==> config.mk <==
export PLATFORM = sky130hd
export DESIGN_NAME = q_run_monitor_flat
export DESIGN_NICKNAME = d
export VERILOG_FILES = /design/src/rtl/q_run_monitor_pkg.sv /design/src/rtl/q_run_monitor_if.sv /design/src/rtl/q_run_monitor_sync_fifo.sv /design/src/rtl/q_run_monitor.sv /design/src/flat_wrapper.sv
export SDC_FILE = /design/constraint.sdc
export NUM_CORES = 1
export LEC_CHECK = 0
export BUFFER_PORTS_ARGS = -buffer_cell sky130_fd_sc_hd__clkbuf_2
export CORE_AREA = 2 2 104 106
export CTS_BUF_LIST = sky130_fd_sc_hd__clkbuf_2 sky130_fd_sc_hd__clkbuf_4 sky130_fd_sc_hd__clkbuf_8
export DETAILED_ROUTE_END_ITERATION = 16
export DIE_AREA = 0 0 106 108
export PLACE_DENSITY = 0.55
export SLEW_MARGIN = 30
export SYNTH_ARGS = -nofsm -noshare
export SYNTH_HDL_FRONTEND = slang
export SYNTH_SLANG_ARGS = --single-unit
==> constraint.sdc <==
create_clock -name clk -period 3.35 [get_ports clk]
set_input_delay 0.5025 -clock clk [delete_from_list [all_inputs] [get_ports clk]]
set_output_delay 0.5025 -clock clk [all_outputs]
set_load 0.005 [all_outputs]
==> src/rtl/q_run_monitor_pkg.sv <==
// Shared types, defaults and helpers for the Q run-length monitor.
// Latency: n/a (declarations only).
// Backpressure: n/a.
package q_run_pkg;

    localparam int CNT_W_DEF      = 16;
    localparam int FIFO_DEPTH_DEF = 4;
    localparam int REC_W          = CNT_W_DEF + 1;

    // One completed run: the level Q held and how many samples it lasted.
    typedef struct packed {
        logic                 level;
        logic [CNT_W_DEF-1:0] len;
    } run_rec_t;

    // Increment that sticks at the all-ones value of a width-bit counter.
    function automatic logic [31:0] sat_inc(input logic [31:0] cnt, input int width);
        logic [31:0] max_v;
        max_v = (width >= 32) ? 32'hFFFF_FFFF : ((32'd1 << width) - 32'd1);
        return (cnt >= max_v) ? max_v : cnt + 32'd1;
    endfunction

endpackage

==> src/rtl/q_run_monitor_if.sv <==
// Run-record stream between the monitor and its consumer.
// Latency: n/a (wiring only).
// Backpressure: consumer holds run_ready low to stall; head stays stable.
interface q_run_monitor_if import q_run_pkg::*; #(
    parameter int CNT_W = CNT_W_DEF
);
    logic             run_valid;
    logic             run_ready;
    logic             run_level;
    logic [CNT_W-1:0] run_len;

    modport master (output run_valid, output run_level, output run_len, input  run_ready);
    modport slave  (input  run_valid, input  run_level, input  run_len, output run_ready);
endinterface

==> src/rtl/q_run_monitor_sync_fifo.sv <==
// Show-ahead synchronous FIFO holding run records.
// Latency: a push is visible at the head one clock after it is written.
// Backpressure: push on full is refused unless a pop happens that same cycle.
module sync_fifo #(
    parameter int WIDTH = 17,
    parameter int DEPTH = 4
) (
    input  logic                     clk,
    input  logic                     rst,
    input  logic                     i_push,
    input  logic [WIDTH-1:0]         i_push_dat,
    input  logic                     i_pop,
    output logic [WIDTH-1:0]         o_head_dat,
    output logic                     o_full,
    output logic                     o_empty,
    output logic [$clog2(DEPTH):0]   o_level
);
    localparam int AW = $clog2(DEPTH);

    logic [AW:0]      r_wr_ptr;
    logic [AW:0]      r_rd_ptr;
    logic [WIDTH-1:0] r_mem [DEPTH];
    logic             w_pop_ok;
    logic             w_push_ok;

    // Extra pointer MSB distinguishes full from empty when indices match.
    assign o_level    = r_wr_ptr - r_rd_ptr;
    assign o_empty    = (o_level == '0);
    assign o_full     = (o_level == (AW+1)'(DEPTH));
    assign w_pop_ok   = i_pop & ~o_empty;
    assign w_push_ok  = i_push & (~o_full | w_pop_ok);
    assign o_head_dat = r_mem[r_rd_ptr[AW-1:0]];

    // Storage needs no reset: contents are only ever read between the pointers.
    always_ff @(posedge clk) begin
        if (w_push_ok) r_mem[r_wr_ptr[AW-1:0]] <= i_push_dat;
    end

    // Pointer advance; both wrap naturally modulo 2*DEPTH.
    always_ff @(posedge clk or posedge rst) begin
        if (rst) begin
            r_wr_ptr <= '0;
            r_rd_ptr <= '0;
        end else begin
            if (w_push_ok) r_wr_ptr <= r_wr_ptr + {{AW{1'b0}}, 1'b1};
            if (w_pop_ok)  r_rd_ptr <= r_rd_ptr + {{AW{1'b0}}, 1'b1};
        end
    end

endmodule

==> src/rtl/q_run_monitor.sv <==
// Measures each completed constant-level run of Q and streams {level, len} records.
// Latency: record visible one clock after the edge that ends its run; pulses likewise.
// Backpressure: run_ready stalls the head; records arriving while full are dropped and flagged.
module q_run_monitor import q_run_pkg::*; #(
    parameter int CNT_W      = CNT_W_DEF,
    parameter int FIFO_DEPTH = FIFO_DEPTH_DEF
) (
    input  logic                          clk,
    input  logic                          rst,
    input  logic                          en,
    input  logic                          q_in,
    q_run_monitor_if.master               run_if,
    output logic                          rise_pulse,
    output logic                          fall_pulse,
    output logic                          ovf_sticky,
    input  logic                          ovf_clr,
    output logic [$clog2(FIFO_DEPTH):0]   fifo_level
);
    localparam int REC_BITS = CNT_W + 1;

    typedef struct packed {
        logic             level;
        logic [CNT_W-1:0] len;
    } rec_t;

    logic             r_q_d;
    logic             r_armed;
    logic [CNT_W-1:0] r_cnt;
    logic             r_rise;
    logic             r_fall;
    logic             r_ovf;

    logic             w_edge;
    logic             w_push;
    logic             w_pop;
    logic             w_full;
    logic             w_empty;
    logic             w_drop;
    logic [CNT_W-1:0] w_cnt_inc;
    rec_t             w_push_rec;
    rec_t             w_head_rec;

    assign w_edge     = q_in ^ r_q_d;
    assign w_push     = en & r_armed & w_edge;
    assign w_pop      = ~w_empty & run_if.run_ready;
    assign w_drop     = w_push & w_full & ~w_pop;
    assign w_cnt_inc  = CNT_W'(sat_inc(32'(r_cnt), CNT_W));
    assign w_push_rec = {r_q_d, r_cnt};

    // Previous Q sample; tracked even while disabled so re-enable sees true edges.
    always_ff @(posedge clk or posedge rst) begin
        if (rst) r_q_d <= 1'b0;
        else     r_q_d <= q_in;
    end

    // Arming and run counting; the first run after reset/enable has no known start.
    always_ff @(posedge clk or posedge rst) begin
        if (rst) begin
            r_armed <= 1'b0;
            r_cnt   <= '0;
        end else if (!en) begin
            r_armed <= 1'b0;
            r_cnt   <= '0;
        end else if (w_edge) begin
            r_armed <= 1'b1;
            r_cnt   <= {{(CNT_W-1){1'b0}}, 1'b1};
        end else if (r_armed) begin
            r_cnt   <= w_cnt_inc;
        end
    end

    // Edge pulses follow every recorded edge, including ones whose record is dropped.
    always_ff @(posedge clk or posedge rst) begin
        if (rst) begin
            r_rise <= 1'b0;
            r_fall <= 1'b0;
        end else begin
            r_rise <= w_push & q_in;
            r_fall <= w_push & ~q_in;
        end
    end

    // Overflow flag; a drop in the same cycle as a clear keeps it set.
    always_ff @(posedge clk or posedge rst) begin
        if (rst)          r_ovf <= 1'b0;
        else if (w_drop)  r_ovf <= 1'b1;
        else if (ovf_clr) r_ovf <= 1'b0;
    end

    sync_fifo #(
        .WIDTH (REC_BITS),
        .DEPTH (FIFO_DEPTH)
    ) u_fifo (
        .clk        (clk),
        .rst        (rst),
        .i_push     (w_push),
        .i_push_dat (w_push_rec),
        .i_pop      (run_if.run_ready),
        .o_head_dat (w_head_rec),
        .o_full     (w_full),
        .o_empty    (w_empty),
        .o_level    (fifo_level)
    );

    // Head fields read as zero while empty so nothing stale is ever presented.
    assign run_if.run_valid = ~w_empty;
    assign run_if.run_level = w_head_rec.level & ~w_empty;
    assign run_if.run_len   = w_empty ? '0 : w_head_rec.len;
    assign rise_pulse       = r_rise;
    assign fall_pulse       = r_fall;
    assign ovf_sticky       = r_ovf;

endmodule

==> src/flat_wrapper.sv <==
// flat-port wrapper written by rule: the top's interface ports become plain ports
module q_run_monitor_flat import q_run_pkg::*;
#(
    parameter int CNT_W      = CNT_W_DEF,
    parameter int FIFO_DEPTH = FIFO_DEPTH_DEF
)
  (clk, rst, en, q_in, rise_pulse, fall_pulse, ovf_sticky, ovf_clr, fifo_level, run_if_run_valid, run_if_run_level, run_if_run_len, run_if_run_ready);
  q_run_monitor_if #(.CNT_W(CNT_W)) run_if_i ();
  input  logic clk;
  input  logic rst;
  input  logic en;
  input  logic q_in;
  output logic rise_pulse;
  output logic fall_pulse;
  output logic ovf_sticky;
  input  logic ovf_clr;
  output logic [$clog2(FIFO_DEPTH):0] fifo_level;
  output wire logic [$bits(run_if_i.run_valid)-1:0] run_if_run_valid;
  output wire logic [$bits(run_if_i.run_level)-1:0] run_if_run_level;
  output wire logic [$bits(run_if_i.run_len)-1:0] run_if_run_len;
  input wire logic [$bits(run_if_i.run_ready)-1:0] run_if_run_ready;
  assign run_if_run_valid = run_if_i.run_valid;
  assign run_if_run_level = run_if_i.run_level;
  assign run_if_run_len = run_if_i.run_len;
  assign run_if_i.run_ready = run_if_run_ready;
  q_run_monitor #(.CNT_W(CNT_W), .FIFO_DEPTH(FIFO_DEPTH)) u_core (.clk(clk), .rst(rst), .en(en), .q_in(q_in), .run_if(run_if_i), .rise_pulse(rise_pulse), .fall_pulse(fall_pulse), .ovf_sticky(ovf_sticky), .ovf_clr(ovf_clr), .fifo_level(fifo_level));
endmodule
**After elaboration in Yosys (flattened, before gate mapping)**

Memory sizes are Yosys's and may differ from the RTL's.
Index checks and enable logic that the tools add are counted.

- Word-level logic and storage cells: 45
- RAM bits: 68
- Input bits: 6
- Output and inout bits: 24
- Memories: 1
- Flip-flop bits (word level): 27

- Magnitude comparators: 1
- Add/subtract/negate cells: 4
- Reduce and logical (&&, ||, !) cells: 2
- Equal/unequal tests: 3
- Bitwise gates (word level): 15
- Mux-type cells: 11

Memories:

| memory | depth | width | rd ports | clocked after memory_dff | wr ports | RTL line | text |
|---|---|---|---|---|---|---|---|
| u_core.u_fifo.r_mem | 4 | 17 | 1 | 0 | 1 | q_run_monitor_sync_fifo.sv:22 | `logic [WIDTH-1:0] r_mem [DEPTH];` |

Operator list:

| kind | count |
|---|---|
| 16-bit two-way mux | 5 |
| 16-bit by 1-bit adder with 16-bit output (second input constant) | 1 |
| 16-bit >= comparator (second input constant) | 1 |
| 1-bit AND | 9 |
| 3-bit by 1-bit adder with 3-bit output (second input constant) | 2 |
| 1-bit two-way mux | 6 |
| 1-bit inverter | 4 |
| 3-bit equality test (second input constant) | 1 |
| 3-bit zero test | 1 |
| 3-bit by 1-bit != test with 1-bit output (second input constant) | 1 |
| 3-bit subtractor | 1 |
| 2-bit by 1-bit != test with 1-bit output (second input constant) | 1 |
| 2-bit nonzero test | 1 |
| 1-bit bitwise OR | 1 |
| 1-bit XOR | 1 |

**Logic depth before layout (Yosys ltp)**

- Word-level depth: 8
- Depth in mapped cells: 8
- Gate-level depth less buffers: 7

**Hierarchy**

From an unflattened synthesis, not the netlist that was laid out.

- Cells, all modules: 264
- Area total of the unflattened synthesis: 4,151.5 µm²

By module, submodules not included:

| module | cells an instance | times used | area each (µm²) |
|---|---|---|---|
| sync_fifo | 133 | 1 | 2,912.8 |
| q_run_monitor | 131 | 1 | 1,238.7 |

**Worst setup path before layout**

No wires, ideal clock.

- Kind: register to register
- From: reg u_core.u_fifo.r_wr_ptr[0]
- To: mem u_core.u_fifo.r_mem[3][0], enable pin
- Clock period less this slack: 2,560 ps
- Cell stages (with the launch flop): 7
- Data required time: 2,974 ps
- Setup slack: 790 ps
- Path buffers: 0
- Data arrival time: 2,183 ps
- Setup time: 376 ps
- Cells stage by stage: dfrtp_1 -> inv_1 -> ha_1 -> fa_1 -> and3b_1 -> a211oi_2 -> and2_1

- Word-level cells in the longest chain between the ends: 8
- Elaborated cells on any way between the ends: 10
- Classes of those cells: 1 x add/sub; 1 x eq/ne; 2 x mux; 5 x bitwise; 1 x reduce/logical

RTL lines:

| element | RTL line | text |
|---|---|---|
| from (decl) | q_run_monitor_sync_fifo.sv:20 | `logic [AW:0] r_wr_ptr;` |
| from (signal assigned) | q_run_monitor_sync_fifo.sv:45 | `if (w_push_ok) r_wr_ptr <= r_wr_ptr + {{AW{1'b0}}, 1'b1};` |
| 3-bit subtractor | q_run_monitor_sync_fifo.sv:27 | `assign o_level = r_wr_ptr - r_rd_ptr;` |
| 3-bit zero test | q_run_monitor_sync_fifo.sv:28 | `assign o_empty = (o_level == '0);` |
| 1-bit inverter | q_run_monitor_sync_fifo.sv:30 | `assign w_pop_ok = i_pop & ~o_empty;` |
| 1-bit AND | q_run_monitor_sync_fifo.sv:30 |  |
| 1-bit bitwise OR | q_run_monitor_sync_fifo.sv:31 | `assign w_push_ok = i_push & (~o_full \| w_pop_ok);` |
| 1-bit AND | q_run_monitor_sync_fifo.sv:31 |  |
| 1-bit two-way mux | q_run_monitor_sync_fifo.sv:36 | `if (w_push_ok) r_mem[r_wr_ptr[AW-1:0]] <= i_push_dat;` |
| 1-bit two-way mux (implied by the code) | q_run_monitor_sync_fifo.sv:36 |  |
| to (decl) | q_run_monitor_sync_fifo.sv:22 |  |

Several ways; a longest one is shown, not always the timed one.

**Worst setup path after layout**

- From: reg u_core.u_fifo.r_wr_ptr[0]
- To: out run_if_run_len[11]

- Word-level cells in the longest chain between the ends: 3

RTL lines:

| element | RTL line | text |
|---|---|---|
| 3-bit subtractor | q_run_monitor_sync_fifo.sv:27 |  |
| 3-bit zero test | q_run_monitor_sync_fifo.sv:28 |  |
| 16-bit two-way mux | q_run_monitor.sv:108 | `assign run_if.run_len = w_empty ? '0 : w_head_rec.len;` |
| to (decl) | flat_wrapper.sv:20 | `output wire logic [$bits(run_if_i.run_len)-1:0] run_if_run_len;` |

No other way between the ends.

==> flow_metrics.py <==
metrics = {
    "drt": {
        "wl_per_cell_um": 17.47,
        "drt_iter0_drc": 126,
        "antenna_left": 0,
        "first_pass_iters": 4,
        "via_count": 2263,
        "drc": 0,
        "via_per_inst": 5.178,
        "wl_mm": 7.633,
    },
    "floorplan": {
        "die_h_um": 108,
        "fp.dieW_um": 106,
        "core_area_um2": 10230,
        "io_pins": 30,
        "dieArea_um2": 11450,
        "initial_core_util": 0.3984,
        "rows": 37,
    },
    "hold_path": {
        "holdCritPathClass": "in2async",
    },
    "grt": {
        "grt_usage": 0.1474,
        "grt_pass1_wl_mm": 12.43,
        "grt_max_degree": 28,
        "grt_antenna_before_repair": 0,
        "gr-total-overflow": 0,
        "first_global_vias": 2302,
    },
    "critical_path": {
        "cp_top_family": "simple AND/OR/NAND/NOR gates",
        "crit_type": "reg2out",
        "reg2reg_to": "u_core.u_fifo.r_mem[3][10]",
        "slowest_delay_ns": 0.48,
        "cp.required_ns": 2.85,
        "path_buf_inv": 2,
        "critical_path_depth": 7,
        "crit_path_max_fanout": 20,
        "reg2reg_depth": 7,
        "crit_path_end_kind": "primary output",
        "r2r-start": "u_core.u_fifo.r_wr_ptr[0]",
        "endpoint": "run_if_run_len[11]",
        "reg2reg_slack_ns": 0.75,
        "path_cells": "inv_1, ha_1, fa_1, xor3_2, or3_4, and2_1, clkbuf_2",
        "crit_path_start": "u_core.u_fifo.r_wr_ptr[0]",
        "worstPathArrival_ns": 2.48,
        "start_kind": "register",
        "slowest_stage": "or3_4",
    },
    "logic_synthesis": {
        "synth_warnings": 0,
        "synth_top_area_share": 0.5009,
        "syn-instance-count": 260,
        "synth_fp_nets": 274,
        "synth_cell_types": 39,
        "post-synth-top-area-cell": "edfxtp_1",
        "yosysSeqAreaShare": 0.6667,
        "synth.cell_area_um2": 4076,
        "synth_area_leaders": "edfxtp_1 50%, dfrtp_1 17%, mux4_2 9.4%",
        "ys_seq_elements": 95,
        "syn_avg_cell_area_um2": 15.68,
    },
    "timing": {
        "rsz0062_at_grt": "false",
        "fin_setup_tns_ns": 0,
        "final-max-slew-violation-count": 0,
        "period_needed_ns": 2.987,
        "fmax_ghz": 0.3347,
        "finalCritPeriodShare": 0.8918,
        "finClkSkew_ns": 0.005747,
        "hold_viol_final": 0,
        "tightest_slew_ns": 0.5864,
        "holdWs_ns": 0.1763,
        "setup_viol": 0,
        "relSlewSlack": 0.6085,
    },
    "cts": {
        "cts-resized-gates": 0,
        "cts_sinks": 95,
        "cts-htree-levels": 3,
        "clkTransAtPathRegs_ns": 0.09,
        "clockBufferDepth": 2,
        "numCtsBuffers": 9,
        "postCtsSetupBuffers": 0,
        "cts_tree": "done",
        "cts-root-buf": "clkbuf_8",
        "worstSkewPairLatency_ns": 0.36,
        "holdBufCountCts": 0,
    },
    "power_and_ir_drop": {
        "powerDensity_nw_per_um2": 718.7,
        "p_leak_nw": 1.680,
        "vdd_drop_max_uv": 587.3,
    },
    "layout": {
        "fin_nets": 310,
        "diodes": 0,
        "seq_area_um2": 2718,
        "drive_gt1_frac": 0.2492,
        "fillers": 914,
        "multi_input_area_um2": 1275,
        "syn2layout_area_growth_pct": 12.40,
    },
    "placed_design": {
        "place_congestion": 0.8435,
        "port_buffers": 29,
        "dp_hpwl_mm": 4.767,
    },
    "run": {
        "max-cap-violations": 0,
    },
    "outcome": {
        "status": "complete, no violations",
    },
}
metal layers:
layer	GRT usage	wire, um
met1	0.1974	3510
met2	0.2313	3641
met3	0.02954	345
met5	0	0
met4	0.07425	136
through the flow:
stage | setup slack (ns) | std cells | total power, mW | util | instance area [um^2]
detailed placement | 0.7317 | 421 | 2.614 | 0.4288 | 4387
finish | 0.3626 | 437 | 3.293 | 0.4478 | 4582
CTS | 0.3204 | 437 | 3.357 | 0.4478 | 4582
floorplan | 0.7902 | 260 | 2.190 | - | 4076
global route | 0.1856 | 437 | 3.515 | 0.4478 | 4582
global placement | 0.7653 | 421 | 2.596 | 0.4288 | 4387
cell families (layout without fill, tap and decap cells):
kind of cell | count (synthesis) | after routing | share of synthesized area
DFF | 95 | 95 | 0.6667
buffers and inverters | 19 | 60 | 0.02056
xor gates and xnor gates | 16 | 16 | 0.03836
muxes | 19 | 19 | 0.09914
and+or+nand+nor | 83 | 83 | 0.1166
adders and majority gates | 8 | 8 | 0.02640
AOI/OAI and AO/OA | 20 | 20 | 0.03223
state kept, by name, summed over array words and instances, names as in the netlist:
register / count
u_core.r_cnt: 16
u_core.r_armed: 1
u_core.r_q_d: 1
u_core.rise_pulse: 1
u_core.ovf_sticky: 1
u_core.u_fifo.r_mem: 68
u_core.fall_pulse: 1
u_core.u_fifo.r_rd_ptr: 3
u_core.u_fifo.r_wr_ptr: 3
Yosys cell counts:
cell       instances
a41oi_1            1
xnor2_1           10
nor3_1             8
and2_1            21
xor3_2             1
dfrtp_1           27
mux2i_1            1
a31oi_1            2
or3_4              1
mux2_1             1
o211ai_1           1
and3_1             1
buf_2              4
or4_1              2
buf_6              1
and3b_1            2
a211oi_2           1
ha_1               7
nand2_4            1
nand4_2            1
nand4_1           10
clkbuf_1           5
mux4_2            17
o21ai_0           10
fa_1               1
nand2_1           11
a2bb2oi_1          1
xor2_1             5
o21ai_1            1
nor2_1            10
nor4_1             2
nor3b_1            2
o311ai_1           1
inv_1              9
nor2_4             1
a2111oi_1          1
a22oi_1            1
edfxtp_1          68
nand3_1           10
cell usage in the layout (no fill, tap or decap), types with 2 or more instances in the layout:
master,count
mux4_2,17
clkbuf_8,9
clkinv_2,2
nand2_1,11
and3b_1,2
or4_1,2
nor3_1,8
nor3b_1,2
o21ai_0,10
nor4_1,2
nand4_1,10
dfrtp_1,27
a31oi_1,2
inv_1,8
xnor2_1,10
buf_4,6
clkbuf_2,29
nand3_1,10
ha_1,7
edfxtp_1,68
nor2_1,10
and2_1,21
clkinvlp_4,3
xor2_1,5
power by group:
part           total (mW)  internal (mW)  switching [mW]  leakage (nW)
logic                1.17          0.604           0.566         0.590
clock network       0.746          0.345           0.402        0.0916
registers            1.38           1.33          0.0477         0.998
total                3.29           2.28            1.01          1.68
layout make-up:
cell class	count	share of cell area
timing repair buffer	35	0.04151
clock buffer	9	0.02703
tap	136	0.03714
sequential	95	0.5931
inverter	9	0.007373
multi-input combinational	146	0.2783
clock inverter	7	0.01557
worst min-delay path by stage:
stage,to,slack [ns],from
after global placement,u_core.u_fifo.r_wr_ptr[2],0.48,u_core.u_fifo.r_wr_ptr[2]
after floorplan,u_core.u_fifo.r_wr_ptr[2],0.44,u_core.u_fifo.r_wr_ptr[2]
after detailed placement,u_core.u_fifo.r_wr_ptr[2],0.47,u_core.u_fifo.r_wr_ptr[2]
after global routing,u_core.u_fifo.r_wr_ptr[1],0.22,rst
after CTS,u_core.ovf_sticky,0.19,rst
final,u_core.ovf_sticky,0.18,rst
worst reg2reg max path: cells and delay by family, from the launching register on:
family,cells,cell delay (ns)
fa+ha+maj,2,0.68
buf+inv,2,0.39
flops,1,0.38
simple gates,2,0.40
compound gates,1,0.42
No activity file was read; power rests on OpenSTA's default activity.
